## src/rtl/serial_ram_writer.sv

```systemverilog
// Packs received UART bytes MSB-first into RAM words and writes them linearly
// into the frame RAM, wrapping after the last word and flagging each finished frame.
module serial_ram_writer #(
  parameter  int RAM_WIDTH      = 32,
  parameter  int N_BITS         = 307200,
  parameter  int TIMEOUT_CYCLES = 100000,
  localparam int BYTES_PER_WORD = RAM_WIDTH / 8,
  localparam int RAM_DEPTH      = N_BITS / RAM_WIDTH,
  localparam int ADDR_BITS      = $clog2(RAM_DEPTH),
  localparam int MAX_ADDR       = RAM_DEPTH - 1,
  localparam int CNT_BITS       = $clog2(BYTES_PER_WORD) + 1
) (
  input  logic                 clk,
  input  logic                 rst,
  input  logic [7:0]           rx_data,
  input  logic                 rx_ready,
  input  logic                 clear,
  output logic                 we,
  output logic [ADDR_BITS-1:0] wr_addr,
  output logic [RAM_WIDTH-1:0] wr_data,
  output logic                 frame_done,
  output logic [CNT_BITS-1:0]  byte_cnt,
  output logic [1:0]           state_dbg
);

  // Handshake: rx_ready is a one-cycle strobe qualifying rx_data; there is no
  // backpressure in either direction, and we is a one-cycle write that the RAM
  // always accepts, with wr_addr/wr_data held stable while it is high.

  localparam int TMO_BITS = $clog2(TIMEOUT_CYCLES + 1);

  typedef enum logic [1:0] {
    IDLE  = 2'd0,
    FILL  = 2'd1,
    WRITE = 2'd2
  } state_t;

  state_t                state;
  logic [RAM_WIDTH-1:0]  word_q;
  logic [TMO_BITS-1:0]   tmo;

  logic [CNT_BITS-1:0]   slot;
  logic [CNT_BITS-1:0]   cnt_next;
  logic [RAM_WIDTH-1:0]  word_ins;
  logic [ADDR_BITS-1:0]  addr_inc;
  logic [ADDR_BITS-1:0]  next_wr_addr;

  assign state_dbg = state;

  // A byte landing in WRITE starts a new word, so it always takes slot 0 there.
  always_comb begin
    slot         = (state == FILL) ? byte_cnt : '0;
    cnt_next     = slot + 1'b1;
    word_ins     = word_q;
    word_ins[RAM_WIDTH - 8 - 8 * int'(slot) +: 8] = rx_data;
    addr_inc     = (wr_addr == ADDR_BITS'(MAX_ADDR)) ? '0 : wr_addr + 1'b1;
    next_wr_addr = (state == WRITE) ? addr_inc : wr_addr;
  end

  always_ff @(posedge clk) begin
    if (rst) begin
      state      <= IDLE;
      word_q     <= '0;
      tmo        <= '0;
      we         <= 1'b0;
      wr_addr    <= '0;
      wr_data    <= '0;
      frame_done <= 1'b0;
      byte_cnt   <= '0;
    end else begin
      we         <= 1'b0;
      frame_done <= 1'b0;
      if (state == WRITE) wr_addr <= addr_inc;

      if (clear) begin
        state    <= IDLE;
        byte_cnt <= '0;
        wr_addr  <= '0;
        tmo      <= '0;
      end else if (rx_ready) begin
        word_q <= word_ins;
        tmo    <= '0;
        if (cnt_next == CNT_BITS'(BYTES_PER_WORD)) begin
          state      <= WRITE;
          byte_cnt   <= cnt_next;
          we         <= 1'b1;
          wr_data    <= word_ins;
          frame_done <= (next_wr_addr == ADDR_BITS'(MAX_ADDR));
        end else begin
          state    <= FILL;
          byte_cnt <= cnt_next;
        end
      end else begin
        case (state)
          FILL: begin
            // Stale partial word: abandon it without touching the address.
            if (tmo == TMO_BITS'(TIMEOUT_CYCLES - 1)) begin
              state    <= IDLE;
              byte_cnt <= '0;
              tmo      <= '0;
            end else begin
              tmo <= tmo + 1'b1;
            end
          end
          WRITE: begin
            state    <= IDLE;
            byte_cnt <= '0;
          end
          default: ;
        endcase
      end
    end
  end

endmodule

```

## config.mk

```make
export PLATFORM = sky130hd
export DESIGN_NAME = serial_ram_writer
export DESIGN_NICKNAME = d
export VERILOG_FILES = /design/src/rtl/serial_ram_writer.sv
export SDC_FILE = /design/constraint.sdc
export NUM_CORES = 1
export LEC_CHECK = 0
export CORE_AREA = 5 5 75 146
export DETAILED_ROUTE_END_ITERATION = 12
export DIE_AREA = 0 0 80 151
export PLACE_DENSITY = 0.84
export SETUP_SLACK_MARGIN = 0.05
export SYNTH_ARGS = -nofsm -noshare
export SYNTH_HDL_FRONTEND = slang
export SYNTH_SLANG_ARGS = --single-unit
```

## constraint.sdc

```tcl
create_clock -name clk -period 3 [get_ports clk]
set_clock_uncertainty 0.05 [all_clocks]
set_input_delay 0.45 -clock clk [delete_from_list [all_inputs] [get_ports clk]]
set_output_delay 0.45 -clock clk [all_outputs]
set_load 0.005 [all_outputs]
```

## Word level (Yosys, flattened, before mapping)

Cells that the tools add are included.

| storage, ports and cells | value |
|---|---|
| register bits after elaboration | 102 |
| bits of input ports | 12 |
| output and inout port bits | 53 |

| cells by class | value |
|---|---|
| add/subtract/negate cells | 5 |
| equality and inequality tests | 7 |
| shifts and indexed selects | 2 |
| mux-type cells | 13 |
| bitwise operators | 3 |
| reductions and logical operators | 8 |

Operators by type and width:

| cell | count |
|---|---|
| $neg 7->33 | 1 |
| $shift 8x33->32 const A | 1 |
| $shiftx 8x33->32 | 1 |
| $bwmux 32 | 1 |
| $eq 14x14->1 const B | 2 |
| $mux 14 | 2 |
| $add 17x1->17 const B | 1 |
| $eq 17x17->1 const B | 1 |
| $mux 17 | 1 |
| $add 14x1->14 const B | 1 |
| $mux 3 | 3 |
| $sub 5x6->7 const A | 1 |
| $mux 2 | 3 |
| $pmux 3 s2 | 1 |
| $reduce_or 3->1 | 2 |
| $pmux 2 s2 | 1 |
| $reduce_and 2->1 | 2 |
| $reduce_or 4->1 | 1 |
| $add 3x1->3 const B | 1 |
| $eq 3x3->1 const B | 1 |
| $ne 3x2->1 const B | 1 |
| $not 1->1 | 3 |
| $reduce_and 3->1 | 1 |
| $reduce_bool 3->1 | 1 |
| other kinds (4) | 4 |

## Logic depth before layout (Yosys ltp)

Gate-level depths: netlist of run 1.

| logic depth | value |
|---|---|
| depth after elaboration | 6 |
| mapped depth | 12 |
| gate-level depth less buffers | 10 |

## Worst setup path after synthesis of run 1

Ideal clock, no wire load.

| timing path | value |
|---|---|
| path type | register to register |
| from | register state[0] (netlist: state_dbg[0]) |
| to | register word_q[17] |
| library setup time | 0.128 ns |
| arrival | 2.792 ns |
| setup slack | 0.031 ns |
| cell stages (with the launch flop) | 12 |
| path buffers | 1 |
| period minus slack after synthesis | 2.969 ns |
| cells stage by stage | dfxtp_1 > buf_2 > nor2b_1 > and2_1 > ha_1 > inv_1 > ha_1 > nor4bb_1 > nand3_1 > nor3_4 > mux2i_1 > nor2_1 |

| on the way | value |
|---|---|
| cells in the longest elaborated chain, start to end | 6 |

RTL lines:

| element | RTL line | text |
|---|---|---|
| start, declared | 38 | `state_t state;` |
| start signal, assigned | 62 | `state <= IDLE;` |
| start signal, assigned | 76 | `state <= IDLE;` |
| start signal, assigned | 84 | `state <= WRITE;` |
| $eq 2x1->1 (*) | 52 | `slot = (state == FILL) ? byte_cnt : '0;` |
| $mux 3 (*) | 52 |  |
| $sub 5x6->7 (*) | 55 | `word_ins[RAM_WIDTH - 8 - 8 * int'(slot) +: 8] = rx_data;` |
| $neg 7->33 (*) | 55 |  |
| $shiftx 8x33->32 / $shift 8x33->32 (equally long branches) | 55 |  |
| $bwmux 32 (*) | 55 |  |
| end signal, assigned | 81 | `word_q <= word_ins;` |
| end, declared | 39 | `logic [RAM_WIDTH-1:0] word_q;` |

Mark *: on every way between the ends. The rest lies on a longest branch, timed or not.
A chain may end at the register's enable or synchronous reset.

## Worst setup path in the final report of run 1

| timing path | value |
|---|---|
| from | register byte_cnt[0] |
| to | register wr_data[13] |

| on the way | value |
|---|---|
| cells in the longest elaborated chain, start to end | 5 |

RTL lines:

| element | RTL line | text |
|---|---|---|
| start, declared | 22 | `output logic [CNT_BITS-1:0] byte_cnt,` |
| start signal, assigned | 85 | `byte_cnt <= cnt_next;` |
| start signal, assigned | 91 | `byte_cnt <= cnt_next;` |
| $mux 3 (*) | 52 |  |
| $sub 5x6->7 | 55 |  |
| $neg 7->33 | 55 |  |
| $shiftx 8x33->32 / $shift 8x33->32 (equally long branches) | 55 |  |
| $bwmux 32 | 55 |  |
| end signal, assigned | 87 | `wr_data <= word_ins;` |
| end, declared | 20 | `output logic [RAM_WIDTH-1:0] wr_data,` |

Marked as above.

==> results of run 1 <==
[layout make-up]
type | count | area [µm²] | share of cell area
Multi-Input combinational cell | 376 | 2500 | 0.4222
Sequential cell | 102 | 2042 | 0.3449
Timing Repair Buffer | 87 | 858.3 | 0.1450
Clock buffer | 9 | 225.2 | 0.03804
Tap cell | 132 | 165.2 | 0.02790
Clock inverter | 7 | 103.9 | 0.01754
Inverter | 7 | 26.28 | 0.004438
[critical path, delay by kind of cell (launching register included)]
family / cells / cell delay (ns)
simple gates: 2 / 0.63
compound gates: 2 / 0.57
fa+ha+maj: 2 / 0.55
buf+inv: 3 / 0.40
flops: 1 / 0.39
mux: 1 / 0.14
[worst paths after layout]
| check | startpoint | endpoint |
|---|---|---|
| worst min register to register | wr_data[4] | wr_data[4] |
| worst max-delay path | byte_cnt[0] | wr_data[13] |
| worst min-delay path | wr_data[4] | wr_data[4] |
| worst max register to register | byte_cnt[0] | wr_data[13] |
[registers in the layout, indices dropped and copies added (netlist names)]
signal      cells
byte_cnt        3
tmo            17
wr_data        32
wr_addr        14
we              1
frame_done      1
state_dbg       2
word_q         32
[report_power, final]
group / internal (µW) / total (µW) / leakage (µW) / switching (µW)
sequential: 1360 / 1360 / 0.000822 / 4.52
clock: 741 / 1270 / 0.000161 / 532
combinational: 48.2 / 120 / 0.00101 / 71.6
[per-stage QoR]
stage	hold WS (ns)	utilization	total power, µW
2_1_floorplan	0.4031	-	1460
3_3_place_gp	0.4161	0.5660	1507
6_report	0.4466	0.6104	2758
4_1_cts	0.4486	0.6020	2772
3_5_place_dp	0.4302	0.5660	1509
5_1_grt	0.4751	0.6104	2844
[per-layer routing]
metal | GRT usage | wire length, µm | up-vias
met2 | 0.3958 | 6840 | 105
met1 | 0.2001 | 4227 | 1954
li1 | - | - | 1958
met5 | 0 | 0 | -
met3 | 0.03452 | 373 | 43
met4 | 0.1303 | 606 | 0
[placed cells by master, fill, tap and decap left out, drive strengths merged, types with 10 or more instances in the layout]
| cell type | synthesis | layout |
|---|---|---|
| a211oi | 33 | 33 |
| a21oi | 11 | 11 |
| buf | 9 | 24 |
| clkdlybuf4s50 | 0 | 63 |
| dfxtp | 102 | 102 |
| mux2i | 49 | 49 |
| nand2 | 21 | 21 |
| nand4 | 12 | 12 |
| nor2 | 113 | 113 |
| nor2b | 18 | 18 |
| nor3 | 10 | 10 |
| xnor2 | 13 | 13 |
| xor2 | 14 | 14 |
[cells by family after synthesis]
group / count (synthesis)
xor+xnor: 27
flops: 102
buf+inv: 34
mux: 49
fa+ha+maj: 7
simple gates: 227
compound gates: 66
[what timing repair did]
item,CTS,global route
pin swaps,1,3
setup buffers,1,4
cloned,0,0
setup endpoints to repair,2,38
resized for setup,0,4
==> metrics, run 1 <==
CTS clock-pin slew for the worst setup and hold paths approximately 0.08 ns; launching element type of the critical path register; count of standard-cell rows just over 50; Cell Pwr Density 465.9 mW/mm²; CP dominant cell by count ha_1; Mapped Nets between 500 and 600; Max Clk Rate roughly 350 MHz; vias in the first global route 4111; average via count per standard cell 5.639; Yosys top cell by area dfxtp_1; number of diodes added for antenna fixing 0; Post-Place Worst Slack between 0.05 and 0.06 ns; most used standard cells in the synthesized netlist nor2_1, dfxtp_1, mux2i_1; clock insertion delay at the later pin of the skew report 0.35 ns; Async SR Flop Fraction 0; area of the mapped netlist 0.004648 mm²; final cell area excluding filler cells 0.005921 mm²; max-cap viol count 0; DRC marker count from the first detailed-route iteration 177; clk buf depth 2; leakage power 0.001997 µW; logic depth of the worst register-to-register path 10; Max VDD drop 0.3255 mV; main area contributors after synthesis dfxtp_1, mux2i_1, nor2_1, a211oi_1, xor2_1; final routed wirelength across all metal layers 12050 µm; Final Instance Count excl. Fillers 720; height of the die 151 µm; top flip-flop cell by instance count after synthesis dfxtp_1; share of cell area taken by muxes after synthesis 0.1055; number of fill cells around 830; cell count after placement 699; fraction of layout cells with a size suffix above 1 0.09184; pin count of the biggest net entering global routing 67; sum of net half-perimeters after detailed placement ~8900 µm; worst-path fanout max 6; wire length per cell 16.73 µm; type of the tightest min-delay check register to register; fraction of the yosys area taken by sequential cells 0.4393; adder-cell share of the synthesized area 0.01884; floorplan core area 0.009699 mm²; Boundary Pins 65; run status finished clean; maximum cell stage delay along the critical path 0.39 ns; transition time at the pin with the least slew margin 0.7082 ns; Setup Crit Path Kind register to register; cell type of the slowest stage on the worst timing path dfxtp_1; H-tree lvl count 3; area grow syn2layout 27.38%; number of buffers added by the clock tree synthesis step 9; Post-Synth Simple-Gate Area 0.2476; final routed DRC violation total 0; worst-case register-to-register setup slack 0.16 ns; crit end category register; IO Port Bufs between 60 and 70; fraction of the mapped netlist area in compound gates 0.1069; area fraction of the dominant cell type after synthesis 0.4393; count of flip-flops with a built-in enable after synthesis 0; cell at the root of the clock tree clkbuf_16; synthesized-area fraction occupied by xor and xnor cells 0.05087; setup slack after layout between 0.15 and 0.2 ns; Slew HR 0.5235; first-pass GRT wire length between 15000 and 20000 µm; Starting Density 0.4792; Post-Synthesis Mean Instance Area about 9.1 µm²; Total GRT Usage 0.2082; Nets around 600; WP data required 3.20 ns; unrepaired setup endpoints after global routing no; max-slew violation count 0; TritonCTS clock tree done; Yosys cell types 48; number of antenna violations at the first check in global routing 0; Yosys warning count 0; ratio of final minimum period to clock period 0.9474; Detail Route Antenna Nets 0; synthesized instance count 512; worst hold path cell count 2; most used standard cell by instance count after synthesis nor2_1; chain of cells forming the critical path nand3b_1 -> inv_2 -> ha_1 -> inv_1 -> ha_1 -> nor4bb_4 -> o2111ai_2 -> buf_4 -> mux2i_1 -> a211oi_1; largest family of logic cells by synthesized area simple AND/OR/NAND/NOR gates; placed instance area 0.005490 mm²; Final Critical Period 2.842 ns; setup tns final 0 ns; horizontal die dimension around 80 µm; area of the die 0.01208 mm²; Final setup violation count 0; routed via count 4060; # hold bufs at CTS 0; Routability Congestion 0.9529; TritonCTS sink count 102; Worst Path Arrival approximately 3.0 ns; Hold Violations, Final 0; synthesis-stage register bit count roughly 100; Pre-Repair DR Iteration Count 5; overflow left after global routing 0
(Power assumes the default switching activity.)
==> run 2: changes to the inputs <==
--- a/config.mk
+++ b/config.mk
@@ -5,10 +5,10 @@
 export SDC_FILE = /design/constraint.sdc
 export NUM_CORES = 1
 export LEC_CHECK = 0
-export CORE_AREA = 5 5 75 146
+export CORE_AREA = 5 5 82 159
 export DETAILED_ROUTE_END_ITERATION = 12
-export DIE_AREA = 0 0 80 151
-export PLACE_DENSITY = 0.84
+export DIE_AREA = 0 0 87 164
+export PLACE_DENSITY = 0.74
 export SETUP_SLACK_MARGIN = 0.05
 export SYNTH_ARGS = -nofsm -noshare
 export SYNTH_HDL_FRONTEND = slang
==> metrics, run 2 (same netlist as run 1, synthesis figures left out) <==
run status finished clean; IO Port Bufs 64 (unchanged); crit end category register; WP data required 3.15 ns (-0.05 ns); height of the die 164 µm (+8.6%); Switching Share 0.2341 (+0.01354); sum of net half-perimeters after detailed placement 9261 µm (+4.1%); worst-path fanout max 8 (+2); max-cap viol count 0 (unchanged); Worst Path Arrival 2.93 ns (-0.11 ns); cell count after placement 716 (+2.4%); routed via count 3959 (-2.5%); horizontal die dimension 87 µm (+8.8%); Final setup violation count 0 (unchanged); average via count per standard cell 5.408 (-4.1%); count of standard-cell rows 56 (+9.8%); transition time at the pin with the least slew margin 0.7498 ns (+0.04158 ns); Max Clk Rate 359.1 MHz (+2.1%); Nets 601 (-0.17%); first-pass GRT wire length 19450 µm (-0.17%); sequential share of power 0.528 (+0.033); top flop regs word_q (32), wr_data (32), tmo (17); Slew HR 0.4955 (-0.02797); type of the tightest min-delay check input port to register; internal power summed over all cells 1978 µW (-8.0%); Cell Pwr Density 442.8 mW/mm² (-5.0%); overflow left after global routing 0 (unchanged); clk buf depth 2 (unchanged); final core utilization 0.4985 (-0.1119); unrepaired setup endpoints after global routing yes; final routed wirelength across all metal layers 12130 µm (+0.67%); number of diodes added for antenna fixing 0 (unchanged); setup tns final 0 ns (unchanged); number of antenna violations at the first check in global routing 0 (unchanged); TritonCTS clock tree done; Total GRT Usage 0.1735 (-0.03473); most frequent standard cell in the layout excluding fill and tap cells nor2_1; Hold Violations, Final 0 (unchanged); final routed DRC violation total 0 (unchanged); fraction of layout cells with a size suffix above 1 0.08688 (-0.004954); H-tree lvl count 3 (unchanged); ratio of final minimum period to clock period 0.9283 (-0.01916); Fin Hold WS 0.4244 ns (-0.02220 ns); number of buffers added by the clock tree synthesis step 9 (unchanged); cell at the root of the clock tree clkbuf_16; floorplan core area 0.01170 mm² (+21%); Setup Crit Path Kind register to register; Detail Route Antenna Nets 0 (unchanged); Max VDD drop 0.2991 mV (-8.1%); CTS clock-pin slew for the worst setup and hold paths 0.07 ns (about the same); Routability Congestion 0.8656 (-9.2%); combinational fraction of design power 0.046 (+0.003); setup slack after layout 0.2152 ns (+0.05748 ns); launching element type of the critical path register; wire length per cell 16.57 µm (-0.98%); leakage power 0.001946 µW (-2.5%); Boundary Pins 65 (unchanged); Starting Density 0.3972 (-0.08199); Final Critical Period 2.785 ns (-0.05748 ns); Pre-Repair DR Iteration Count 4 (-1); vias in the first global route 3976 (-3.3%); area grow syn2layout 25.49%; DRC marker count from the first detailed-route iteration 191 (+7.9%); pin count of the biggest net entering global routing 66 (-1.5%); area of the die 0.01427 mm² (+18%); Post-Place Worst Slack 0.2058 ns (+0.1512 ns); net switching component of the power 604.8 µW (-0.61%); clock insertion delay at the later pin of the skew report 0.34 ns (about the same); max-slew violation count 0 (unchanged); Clock Power Share 0.426 (-0.036); leading cell types in the layout, fill and taps excluded nor2_1, dfxtp_1, clkdlybuf4s50_1, mux2i_1, a211oi_1; Final Instance Count excl. Fillers 732 (+1.7%); TritonCTS sink count 102 (unchanged)
==> run 2: cell count changes in the layout (fill, tap and decap cells not counted), sizes merged <==
| cell | before | now |
|---|---|---|
| clkinvlp | 0 | 3 |
| buf | 24 | 23 |
| clkinv | 3 | 2 |
| bufinv | 2 | 0 |
==> run 2: final timing paths <==
path                                    from  depth (start not counted)    endpoint  slack [ns]
worst max register to register  state_dbg[0]                         10  wr_data[8]        0.22
worst max-delay path            state_dbg[0]                         10  wr_data[8]        0.22
worst min-delay path                     rst                          4  wr_addr[2]        0.42
worst min register to register        tmo[1]                          2      tmo[1]        0.44
==> run 2: power by group through the flow <==
stage | sequential (µW) | clock (µW) | combinational (µW)
after floorplan | 1390 | 0 | 64.9
after global placement | 1400 | 0 | 116
after detailed placement | 1400 | 0 | 118
after CTS | 1360 | 1120 | 119
after global routing | 1360 | 1180 | 127
final | 1360 | 1100 | 118
==> run 2: worst max-delay path: stages, from the launching register on <==
cell	delay [ns]
dfxtp_1	0.40
nor2b_1	0.21
and2_1	0.15
ha_1	0.18
inv_1	0.05
ha_1	0.34
nor4bb_4	0.36
o2111ai_1	0.25
buf_4	0.25
mux2i_1	0.28
a211oi_1	0.12
==> run 2: layer usage <==
layer,part of all wire,global-route usage,vias to the layer above
met5,0,0,-
met4,0.034,0.08014,0
met3,0.038,0.03163,21
met2,0.57,0.3273,92
met1,0.36,0.1784,1898
li1,-,-,1948
==> run 2: final cells by class <==
| class | instances | area [µm²] |
|---|---|---|
| flip-flops and latches | 102 | 2042 |
| well taps | 145 | 181.4 |
| repair buffers | 86 | 813.3 |
| fillers | 1075 | 5868 |
| clock buffers | 9 | 225.2 |
| clock inverters | 7 | 57.56 |
| multi-input cells | 376 | 2487 |
| inverters | 7 | 26.28 |
==> run 2: per-stage QoR <==
| stage | total power (µW) | cell area (µm²) |
|---|---|---|
| 3_5_place_dp | 1515 | 5537 |
| 2_1_floorplan | 1460 | 4654 |
| 4_1_cts | 2605 | 5819 |
| 3_3_place_gp | 1512 | 5537 |
| 6_report | 2583 | 5833 |
| 5_1_grt | 2670 | 5833 |
==> run 2: what timing repair did <==
action,CTS,global route
setup buffers,0,0
hold buffers,0,0
gates resized for setup,0,2
endpoints found under the setup margin,0,31
==> RTL edit (flow settings as in run 2) <==
Make the reset (`rst`) asynchronous in one clocked block.
--- a/src/rtl/serial_ram_writer.sv
+++ b/src/rtl/serial_ram_writer.sv
@@ -57,7 +57,7 @@
     next_wr_addr = (state == WRITE) ? addr_inc : wr_addr;
   end
 
-  always_ff @(posedge clk) begin
+  always_ff @(posedge clk or posedge rst) begin
     if (rst) begin
       state      <= IDLE;
       word_q     <= '0;
Function: differs if rst is asserted again (counterexample within 4 cycles, from zero or initial values and one cycle with rst high); with rst held inactive, the same outputs for 4 cycles.
==> RTL edit against run 2 <==
- synthesized area grew 11%
- wire length grew 2.5%
- sequential cell count is the same
- hold slack lost 0.015 ns
- synthesized cell count is the same
- cell area grew 8.8%
- utilization grew 4.4 points
- worst setup slack lost 0.0026 ns
- via count grew 2.1%
- critical path depth grew 1
- critical path type unchanged
- highest routed layer unchanged
Power is not compared: it rests on default switching activity, and its combinational part moved more than twofold at a synthesized area within 25%.
==> RTL edit: results (changes against run 2) <==
Yosys
  – Xor/xnor share of the synthesized area: 3.564% (was 5.087%)
  – Adder-Cell Fraction of Synth Area: 2.182% (was 1.884%)
  – Main synth FF type: dfrtp_1 (was dfxtp_1)
  – Most common library cells after synthesis: 102 x dfrtp_1, 70 x nand2_1, 34 x o21ai_0 (was 109 x nor2_1, 102 x dfxtp_1, 49 x mux2i_1)
  – Async SR Flop Fraction: 100.0% (was 0%)
  – Syn_area_per_cell: 10.08 sq um (was 9.079 sq um)
  – Synth top area cells: dfrtp_1 49%, nand2_1 5.1%, mux2i_1 4.5% (was dfxtp_1 44%, mux2i_1 11%, nor2_1 8.8%)
  – Sequential fraction of the synthesis area: 49.45% (was 43.93%)
  – Post-synthesis mux area share: 9.406% (was 10.55%)
  – Post-synth net total: 533 (was 531)
  – Synth Area in Compound Gates: 11.42% (was 10.69%)
  – Yosys cell types: 53 (was 48)

Timing
  – Tcrit/Tclk final: 92.91% (was 92.83%)
  – Worst Max-Slew Pin Slew: 0.6467 ns (was 0.7498 ns)

Clock tree
  – Clk root buf: clkbuf_16 (unchanged)
  – CTS clk-pin slew, worst paths: 0.07 ns (about the same)

Setup path
  – Crit path from: state_dbg[1]$_DFFE_PP0P_ (was state_dbg[0]$_SDFFE_PP0P_)
  – R2R depth: 11 (was 10)
  – Critical path arrival: 2.97 ns (was 2.93 ns)
  – Worst-path maximum fanout: 10 (was 8)
  – Setup crit end: word_q[16]$_DFFE_PP0P_ (was wr_data[8]$_SDFFE_PP0P_)

Global routing
  – Gr usage total: 18.65% (was 17.35%)
  – Number of global-route vias before repair: 4272 (was 3976)
  – Initial antenna violation count: 0 (unchanged)
  – Largest net degree at the start of global routing: 86 (was 66)

Routing
  – DR iter-0 viols: 296 (was 191)
  – Routed Wire Length: 12440 um (was 12130 um)
  – Vias: 4042 (was 3959)

Place
  – Dpl ws: 0.07707 ns (was 0.2058 ns)
  – HPWL Detailed: 9098 um (was 9261 um)
  – Area of placed instances: 6032 sq um (was 5537 sq um)
  – Cells after DPL: 713 (was 716)

Worst hold path
  – Worst hold path class: in -> async (was in -> reg)

Outcome
  – Status: completed (unchanged)

Layout
  – Share of post-route cells with drive strength above 1: 11.97% (was 8.688%)
-- RTL edit: changes by cell type after synthesis, sizes merged, moves of 9 or more --
| cell | before | now |
|---|---|---|
| dfrtp | 0 | 102 |
| dfxtp | 102 | 0 |
| nor2 | 113 | 33 |
| nand2 | 21 | 71 |
| o21ai | 1 | 39 |
| a211oi | 33 | 2 |
| mux2i | 49 | 23 |
| mux2 | 0 | 20 |
| a22o | 0 | 16 |
| nand2b | 4 | 13 |
-- RTL edit: repair_timing --
item                                    in CTS  in global routing
setup buffers                                0                  1
endpoints found under the setup margin       0                 39
hold buffers                                 0                  0
resized for setup                            0                  4
-- RTL edit: cells by family (layout without fill, tap and decap cells) --
family / after synthesis / after routing
AOI/OAI and AO/OA: 95 / 95
and+or+nand+nor: 204 / 204
xor gates and xnor gates: 21 / 21
muxes: 43 / 43
buffers and inverters: 38 / 111
adders and majority gates: 9 / 9
DFF: 102 / 102
-- RTL edit: area by class of cell --
type,count,area (sq um)
Fill cell,991,5354
Sequential cell,102,2552
Multi-Input combinational cell,372,2481
Timing Repair Buffer,81,793.3
Clock buffer,11,242.7
Tap cell,145,181.4
Inverter,14,63.81
Clock inverter,5,32.53
-- RTL edit: worst min-delay path by stage --
stage / startpoint / to / slack [ns]
after floorplan: word_q[10]$_DFFE_PP0P_ / word_q[10]$_DFFE_PP0P_ / 0.40
after global placement: wr_data[15]$_DFFE_PP0P_ / wr_data[15]$_DFFE_PP0P_ / 0.41
after detailed placement: wr_data[20]$_DFFE_PP0P_ / wr_data[20]$_DFFE_PP0P_ / 0.42
after CTS: rst / wr_addr[3]$_DFF_PP0_ / 0.42
after global routing: rst / wr_addr[5]$_DFF_PP0_ / 0.46
final: rst / wr_addr[5]$_DFF_PP0_ / 0.41
-- RTL edit: worst max-delay path: stages, from the launching register on --
cell     delay (ns)
dfrtp_1        0.43
inv_1          0.11
ha_4           0.20
nand2_4        0.11
nor2_2         0.15
inv_1          0.05
ha_1           0.27
nor4_2         0.22
and4_4         0.28
and4_4         0.23
and2_4         0.23
mux2_4         0.32
-- RTL edit: per-layer routing --
metal  vias up  share of wire [%]  global-route usage (%)
met5         -                  0                       0
met4         0                2.0                   6.879
met2        76                 57                   34.39
li1       1945                  -                       -
met1      2006                 38                   21.38
met3        15                2.8                   2.410
-- RTL edit: power by group through the flow --
| stage | sequential [mW] | combinational [mW] | clock [mW] |
|---|---|---|---|
| finish | 1.49 | 0.276 | 1.10 |
| global route | 1.50 | 0.306 | 1.17 |
| CTS | 1.49 | 0.273 | 1.12 |
| detailed placement | 1.52 | 0.271 | 0 |
| global placement | 1.51 | 0.259 | 0 |
| floorplan | 1.50 | 0.178 | 0 |
